**config.mk**
```make
export PLATFORM = sky130hd
export DESIGN_NAME = vx_cache_flush_seq
export DESIGN_NICKNAME = d
export VERILOG_FILES = /design/src/rtl/vx_cache_flush_seq_pkg.sv /design/src/rtl/vx_cache_flush_seq_decoder.sv /design/src/rtl/vx_cache_flush_seq.sv
export SDC_FILE = /design/constraint.sdc
export NUM_CORES = 1
export LEC_CHECK = 0
export CAP_MARGIN = 15
export CORE_MARGIN = 4
export CORE_UTILIZATION = 50
export DETAILED_ROUTE_END_ITERATION = 8
export HOLD_SLACK_MARGIN = 0.08
export PLACE_DENSITY_LB_ADDON = 0.25
export SYNTH_ARGS = -nofsm -noshare
export SYNTH_HDL_FRONTEND = slang
export SYNTH_SLANG_ARGS = --single-unit
```
**constraint.sdc**
```tcl
create_clock -name clk -period 3.1 [get_ports clk]
set_clock_uncertainty 0.05 [all_clocks]
set_input_delay 0.31 -clock clk [delete_from_list [all_inputs] [get_ports clk]]
set_output_delay 0.31 -clock clk [all_outputs]
set_load 0.05 [all_outputs]
```
**src/rtl/vx_cache_flush_seq_pkg.sv**
```systemverilog
// Geometry helpers for the per-bank flush/init sequencer.
package vx_cache_flush_seq_pkg;

  function automatic int up(input int x);
    return (x > 0) ? x : 1;
  endfunction

  function automatic int lines_per_bank(input int cs, input int ls, input int nb, input int nw);
    return cs / (ls * nb * nw);
  endfunction

  function automatic int line_sel_bits(input int cs, input int ls, input int nb, input int nw);
    return up($clog2(lines_per_bank(cs, ls, nb, nw)));
  endfunction

endpackage

```
**src/rtl/vx_cache_flush_seq_decoder.sv**
```systemverilog
// Binary-to-one-hot decoder for the way select; all zeros when disabled.
module vx_cache_flush_seq_decoder #(
  parameter int N  = 1,
  parameter int SW = 1
) (
  input  logic [SW-1:0] sel,
  input  logic          en,
  output logic [N-1:0]  onehot
);

  for (genvar gi = 0; gi < N; gi++) begin : g_dec
    assign onehot[gi] = en && (sel == SW'(gi));
  end

endmodule

```
**src/rtl/vx_cache_flush_seq.sv**
```systemverilog
// Per-bank maintenance sequencer: reset-time init walk over all lines and
// on-demand flush of every (line, way), with drain and completion pulse.
module vx_cache_flush_seq
  import vx_cache_flush_seq_pkg::*;
#(
  parameter int CACHE_SIZE  = 1024,
  parameter int LINE_SIZE   = 16,
  parameter int NUM_BANKS   = 1,
  parameter int NUM_WAYS    = 1,
  parameter     INSTANCE_ID = ""
) (
  input  logic clk,
  input  logic reset,
  input  logic flush_begin,
  output logic flush_end,
  output logic init_busy,
  input  logic mshr_empty,
  input  logic pipe_empty,
  output logic seq_valid,
  input  logic seq_ready,
  output logic seq_init,
  output logic seq_flush,
  output logic [line_sel_bits(CACHE_SIZE, LINE_SIZE, NUM_BANKS, NUM_WAYS)-1:0] seq_line_sel,
  output logic [NUM_WAYS-1:0] seq_way_sel
);

  localparam int L     = lines_per_bank(CACHE_SIZE, LINE_SIZE, NUM_BANKS, NUM_WAYS);
  localparam int W     = NUM_WAYS;
  localparam int LB    = $clog2(L);
  localparam int WB    = $clog2(W);
  localparam int LSW   = line_sel_bits(CACHE_SIZE, LINE_SIZE, NUM_BANKS, NUM_WAYS);
  localparam int WSW   = up(WB);
  localparam int CNT_W = up(LB + WB);

  localparam logic [CNT_W-1:0] INIT_LAST  = CNT_W'(L - 1);
  localparam logic [CNT_W-1:0] FLUSH_LAST = CNT_W'(L * W - 1);
  localparam logic [CNT_W-1:0] WAY_MASK   = CNT_W'(W - 1);

  typedef enum logic [2:0] {
    ST_INIT,
    ST_IDLE,
    ST_WAIT,
    ST_FLUSH,
    ST_DRAIN,
    ST_DONE
  } state_t;

  state_t           state_reg, state_next;
  logic [CNT_W-1:0] cnt_reg, cnt_next;
  logic             pending_reg, pending_next;

  logic             fire;
  logic [WSW-1:0]   way_field;
  logic [W-1:0]     way_onehot;

  always_ff @(posedge clk) begin
    if (reset) begin
      state_reg   <= ST_INIT;
      cnt_reg     <= '0;
      pending_reg <= 1'b0;
    end else begin
      state_reg   <= state_next;
      cnt_reg     <= cnt_next;
      pending_reg <= pending_next;
    end
  end

  // Reset gates the valid so no operation leaks out while the bank is held.
  assign seq_valid = !reset && ((state_reg == ST_INIT) || (state_reg == ST_FLUSH));
  assign seq_init  = seq_valid && (state_reg == ST_INIT);
  assign seq_flush = seq_valid && (state_reg == ST_FLUSH);
  assign init_busy = (state_reg == ST_INIT);
  assign flush_end = (state_reg == ST_DONE);
  assign fire      = seq_valid && seq_ready;

  always_comb begin
    state_next   = state_reg;
    cnt_next     = cnt_reg;
    pending_next = pending_reg;
    case (state_reg)
      ST_INIT: begin
        if (flush_begin) pending_next = 1'b1;
        if (fire) begin
          if (cnt_reg == INIT_LAST) begin
            state_next = ST_IDLE;
            cnt_next   = '0;
          end else begin
            cnt_next = cnt_reg + CNT_W'(1);
          end
        end
      end
      ST_IDLE: begin
        if (flush_begin || pending_reg) begin
          state_next   = ST_WAIT;
          pending_next = 1'b0;
        end
      end
      ST_WAIT: begin
        if (mshr_empty) begin
          state_next = ST_FLUSH;
          cnt_next   = '0;
        end
      end
      ST_FLUSH: begin
        if (fire) begin
          if (cnt_reg == FLUSH_LAST) begin
            state_next = ST_DRAIN;
            cnt_next   = '0;
          end else begin
            cnt_next = cnt_reg + CNT_W'(1);
          end
        end
      end
      ST_DRAIN: begin
        if (pipe_empty) state_next = ST_DONE;
      end
      ST_DONE: begin
        state_next = ST_IDLE;
      end
      default: begin
        state_next = ST_INIT;
        cnt_next   = '0;
      end
    endcase
  end

  // Flush counter is {line, way} with way in the low bits.
  assign way_field = WSW'(cnt_reg & WAY_MASK);

  vx_cache_flush_seq_decoder #(
    .N  (W),
    .SW (WSW)
  ) u_way_dec (
    .sel    (way_field),
    .en     (seq_flush),
    .onehot (way_onehot)
  );

  always_comb begin
    seq_line_sel = '0;
    seq_way_sel  = '0;
    if (seq_init) begin
      seq_line_sel = LSW'(cnt_reg);
      seq_way_sel  = '1;
    end else if (seq_flush) begin
      seq_line_sel = LSW'(cnt_reg >> WB);
      seq_way_sel  = way_onehot;
    end
  end

endmodule

```
==> results of run 1 <==
per-stage QoR:
stage	util [%]	area, um2	setup slack (ps)	instances	hold WS (ps)
floorplan	-	694	642	89	414
detailed placement	65.8	856	491	117	452
finish	68.6	892	422	121	467
CTS	68.6	892	448	121	470
global placement	65.8	856	561	117	437
global route	68.6	892	279	121	492
critical path: cells and delay by family (launching register included):
| kind | cells | cell delay, ps |
|---|---|---|
| XOR/XNOR | 1 | 260 |
| buffers and inverters | 1 | 860 |
| flip-flops | 1 | 630 |
| AND/OR/NAND/NOR | 1 | 290 |
report_power, final:
group / leakage [nW] / internal (mW) / switching (mW)
logic: 0.223 / 0.0307 / 0.0449
registers: 0.0813 / 0.137 / 0.00950
clock network: 0.0210 / 0.0714 / 0.0517
total: 0.325 / 0.239 / 0.106
cell usage after synthesis:
master,instances,area (um2)
a21oi_2,1,8.76
buf_6,1,11.3
o21ai_0,3,15.0
nand3_1,4,20.0
or3_1,2,12.5
or2_1,1,6.26
ha_1,1,12.5
inv_1,5,18.8
and2_1,2,12.5
or4_1,2,15.0
a211oi_1,2,15.0
nand3b_1,1,7.51
a31oi_1,2,12.5
a21o_1,2,15.0
nor2_1,8,30.0
nand2b_1,2,12.5
a22oi_1,1,7.51
o211ai_1,2,15.0
nor4_1,2,12.5
o22ai_1,1,6.26
nor3b_1,1,7.51
and3_1,1,6.26
o21bai_1,1,7.51
or4b_4,1,13.8
buf_2,3,15.0
nand2_1,6,22.5
o41ai_1,1,8.76
a21oi_1,5,25.0
inv_2,1,3.75
nor3_1,5,25.0
o21ai_1,3,15.0
clkbuf_1,1,3.75
o2111a_1,1,11.3
a311oi_4,1,26.3
dfxtp_1,10,200
o21a_1,1,7.51
xor2_2,1,16.3
a22oi_2,1,12.5
layer usage:
| layer | up-vias | GRT usage [%] |
|---|---|---|
| met2 | 26 | 24.9 |
| li1 | 365 | - |
| met3 | 4 | 3.59 |
| met4 | 0 | 8.77 |
| met5 | - | 0 |
| met1 | 317 | 26.2 |
layout make-up:
| type | instances | area [um2] |
|---|---|---|
| clock buffer | 4 | 36.3 |
| tap | 15 | 18.8 |
| timing repair buffer | 18 | 173 |
| multi-input combinational | 68 | 442 |
| inverter | 6 | 22.5 |
| fill | 123 | 409 |
| sequential | 10 | 200 |
path summary, 6_finish.rpt:
kind | from | end | slack (ps) | depth (start not counted)
worst max-delay path | state_reg[1] | seq_valid | 420 | 3
worst min-delay path | cnt_reg[0] | cnt_reg[0] | 470 | 1
worst max register to register | state_reg[1] | cnt_reg[3] | 1350 | 4
worst min register to register | cnt_reg[0] | cnt_reg[0] | 470 | 1
cell families after synthesis:
family	after synthesis	synth area share, %
xor+xnor	1	2.34
fa+ha+maj	1	1.80
buf+inv	11	7.57
simple gates	38	29.4
flops	10	28.8
compound gates	28	30.1
==> results.md, run 1 <==
* Initial Util at 53.4%
* Max-slew violations at 0
* Cell Area, Synth at 694 um2
* DR WL met2 at ~730 um
* Max Clk Rate at ~370 MHz
* Root Driver: clkbuf_4
* Maximum vdd drop at between 0.2 and 0.3 mV
* Pleak at approximately 0.33 nW
* # setup viols final at 0
* Max-cap violation count at 0
* Core area at 0.00130 mm2
* Yosys reg bits at 10
* TritonCTS clock tree: built
* Wire per inst at ~13 um
* P per Cell Area at 387 mW/mm2
* Startpoint Class: register
* Total Power at 0.345 mW
* Run status: completed
* GRT overflow at 0
* Post-CTS Hold Buffers at 0
* YS warnings at 0
* RSZ-0062 raised after global routing: no
* Fin crit period at between 2000 and 3000 ps
* Final antenna-violating net count at 0
* Post-CTS Setup Bufs at 0
* H-tree depth at 1
* Nets@finish at roughly 110
* Most common cell after layout, fill and taps aside: clkdlybuf4s50_1
* First-pass GRT wire length at between 2000 and 3000 um
* Final WL at around 1600 um
* Clk pin slew, worst setup/hold paths at around 70 ps
* Critical Path RT at 2740 ps
* Vias in the first global route at between 600 and 700
* Tcrit/Tclk final at 86.4%
* Most frequent cells in the layout: clkdlybuf4s50_1, dfxtp_1, nor2_1, nand2_1
* Die Ht at between 40 and 50 um
* RD Place Congestion at 0.856
* CP peak stage delay at about 860 ps
* CP endpoint kind: output pin
* Largest register FFs at 6
* TNS Setup at 0 ps
* I/O pins at 18
* Port buffer count at 17
* Yosys cell types at 38
* Worst-path maximum fanout at 15
* Site row count at 13
* Rel. slew slack at 66.8%
* Clk_lat worst skew at between 200 and 300 ps
* Hold/Removal Path Class: reg -> reg
* Critical-path top delay cell: clkdlybuf4s50_1
* Largest net degree at the start of global routing at 16
* Total number of vias at a little over 700
* WP data arrival at approximately 2300 ps
* Residual DRC at 0
* Die area at around 0.0020 mm2
* Setup CP Type: reg -> out
* WL met3 at 110 um
* CTS resizes at 0
* Area growth from synthesis to layout at 28.5%
* Syn Inst Count at 89
* HPWL after DPL at between 1000 and 1500 um
* Clock buffer count from CTS at 3
* Metal-1 WL at between 700 and 800 um
* Average size of a mapped cell at approximately 8 um2
* Initial DRC Count at 14
* Clk sink count at 10
* Layout cells sized above 1 at about an eighth
* DIE WIDTH at around 45 um
* Total global-route track usage at roughly 18%
* Via-per-instance ratio at about 6
* Top Metal Used: met4
* CTS max path bufs at 2
* Mapped Nets at 96
* Seq/Total Area, Yosys at between 20% and 30%
* Pre-antenna DRT Iters at 4
* Initial antenna violation count at 0
* Crit path cell chain: xor2_2, nor2_1, clkdlybuf4s50_1
* Slew @ Worst Pin at slightly below 500 ps
* Diode count at 0
* Hold Fails Final Rpt at 0
(Power assumes the default switching activity.)
==> run 2: changes to the inputs <==
- CORE_MARGIN: 4 -> unset
==> run 2 against run 1 <==
Sequential cell count stayed put; utilization unchanged; wire length decreased by 1.5%; via count up 2.1%; sequential power is essentially flat; sequential share of layout area stayed put; global-route usage rose by 7.2 points; die area shrank 25%; first-iteration DRC count unchanged; largest power group unchanged; clock-buffer cell count did not move.
==> results.md, run 2 (synthesized netlist as in run 1, its figures left out) <==
* Run status: completed (unchanged)
* DIE WIDTH at 39.3 um (was 45.3 um)
* Worst-path maximum fanout at 15 (unchanged)
* Slew @ Worst Pin at 507 ps (was 496 ps)
* Largest register FFs at 6 (unchanged)
* Worst hold slack at 455 ps (was 467 ps)
* Area growth from synthesis to layout at 28.5% (unchanged)
* I/O pins at 18 (unchanged)
* Vias in the first global route at 604 (was 641)
* Post-CTS Setup Bufs at 0 (unchanged)
* Die Ht at 39.3 um (was 45.3 um)
* CTS resizes at 0 (unchanged)
* Diode count at 0 (unchanged)
* Nets@finish at 114 (unchanged)
* Initial antenna violation count at 0 (unchanged)
* Layout cells sized above 1 at 12.3% (unchanged)
* Total number of vias at 727 (was 712)
* Total Power at 0.350 mW (was 0.345 mW)
* H-tree depth at 1 (unchanged)
* Startpoint Class: register (unchanged)
* Final WL at 1610 um (was 1630 um)
* Pre-antenna DRT Iters at 4 (unchanged)
* CTS max path bufs at 2 (unchanged)
* Core area at 0.00130 mm2 (unchanged)
* Final worst slack at 410 ps (was 422 ps)
* First-pass GRT wire length at 2570 um (was 2700 um)
* Initial Util at 53.4% (unchanged)
* Clk_lat worst skew at 280 ps (was 270 ps)
* Tcrit/Tclk final at 86.8% (was 86.4%)
* P per Cell Area at 392 mW/mm2 (was 387 mW/mm2)
* Worst reg2reg path depth at 4 (unchanged)
* Initial DRC Count at 14 (unchanged)
* Largest net degree at the start of global routing at 16 (unchanged)
* WP data arrival at 2330 ps (was 2320 ps)
* Crit path cell chain: xor2_2, nor2_1, clkdlybuf4s50_1 (unchanged)
* Maximum vdd drop at 0.242 mV (was 0.274 mV)
* Total global-route track usage at 25.2% (was 18.0%)
* # setup viols final at 0 (unchanged)
* Pleak at 0.325 nW (unchanged)
* Residual DRC at 0 (unchanged)
* Via-per-instance ratio at 6.01 (was 5.88)
* Most common cell after layout, fill and taps aside: clkdlybuf4s50_1 (unchanged)
* CP delay by family, top: buffers and inverters (unchanged)
* Hold depth at 1 (unchanged)
* Hold Fails Final Rpt at 0 (unchanged)
* Worst Path Buf+Inv at 1 (unchanged)
* Hold Crit Start: cnt_reg[0] (unchanged)
* Port buffer count at 17 (unchanged)
* Most frequent cells in the layout: clkdlybuf4s50_1, dfxtp_1, nor2_1, nand2_1 (unchanged)
* Setup CP Type: reg -> out (unchanged)
* RR Startpoint: state_reg[1] (unchanged)
* Clk sink count at 10 (unchanged)
* Max-slew violations at 0 (unchanged)
* Rel. slew slack at 66.2% (was 66.8%)
* Final antenna-violating net count at 0 (unchanged)
* Clock buffer count from CTS at 3 (unchanged)
* Critical-path top delay cell: clkdlybuf4s50_1 (unchanged)
* Fin crit period at 2690 ps (was 2680 ps)
* RSZ-0062 raised after global routing: no (unchanged)
* Site row count at 13 (unchanged)
* CP endpoint kind: output pin (unchanged)
* CP peak stage delay at 860 ps (about the same)
* Root Driver: clkbuf_4 (unchanged)
* GRT overflow at 0 (unchanged)
* Wire per inst at 13.3 um (was 13.5 um)
* Max-cap violation count at 0 (unchanged)
* TNS Setup at 0 ps (unchanged)
* Die area at 0.00154 mm2 (was 0.00205 mm2)
* R2R Path End: cnt_reg[4] (was cnt_reg[3])
* Hold/Removal Path Class: reg -> reg (unchanged)
* Worst slack at placement at 498 ps (was 491 ps)
* R2r setup slk at 1350 ps (about the same)
* Fill cell count at 118 (was 123)
* Hold EP: cnt_reg[0] (unchanged)
* RD Place Congestion at 0.815 (was 0.856)
* Clk pin slew, worst setup/hold paths at 70 ps (about the same)
* HPWL after DPL at 1180 um (was 1220 um)
* Post-CTS Hold Buffers at 0 (unchanged)
* TritonCTS clock tree: built (unchanged)
* Critical Path RT at 2740 ps (about the same)
* Max Clk Rate at 372 MHz (was 373 MHz)
[run 2: cell counts in the layout (fill, tap and decap cells not counted)]
No cell type changed its count.
[run 2: per-stage QoR]
| step | cells | util [%] | area, um2 |
|---|---|---|---|
| CTS | 121 | 68.6 | 892 |
| finish | 121 | 68.6 | 892 |
| floorplan | 89 | - | 694 |
| global placement | 117 | 65.8 | 856 |
| global route | 121 | 68.6 | 892 |
| detailed placement | 117 | 65.8 | 856 |
[run 2: worst max path at each step]
| stage | startpoint | endpoint | slack (ps) | cells after the start |
|---|---|---|---|---|
| 6_report | state_reg[1] | seq_valid | 410 | 3 |
| 3_5_place_dp | reset | seq_valid | 500 | 4 |
| 4_1_cts | state_reg[1] | seq_valid | 410 | 3 |
| 3_3_place_gp | reset | seq_valid | 570 | 4 |
| 2_1_floorplan | reset | seq_line_sel[0] | 640 | 5 |
| 5_1_grt | state_reg[1] | seq_valid | 280 | 3 |
[run 2: per-layer routing]
layer  GRT usage, %  vias up  wire length [um]
met3           5.11        5                98
met4           13.8        0                43
li1               -      362                 -
met5              0        -                 0
met1           33.7      326               763
met2           37.5       34               703
[run 2: where the power goes]
| part | leakage (nW) | total [mW] | internal, mW | switching, mW |
|---|---|---|---|---|
| Combinational | 0.223 | 0.0753 | 0.0307 | 0.0447 |
| Sequential | 0.0813 | 0.146 | 0.137 | 0.00921 |
| Clock | 0.0210 | 0.128 | 0.0715 | 0.0567 |
[run 2: final cells by class]
class	instances	area [um2]	area share, %
Multi-Input combinational cell	68	442	49.5
Sequential cell	10	200	22.4
Timing Repair Buffer	18	173	19.4
Clock buffer	4	36.3	4.07
Inverter	6	22.5	2.52
Tap cell	15	18.8	2.10
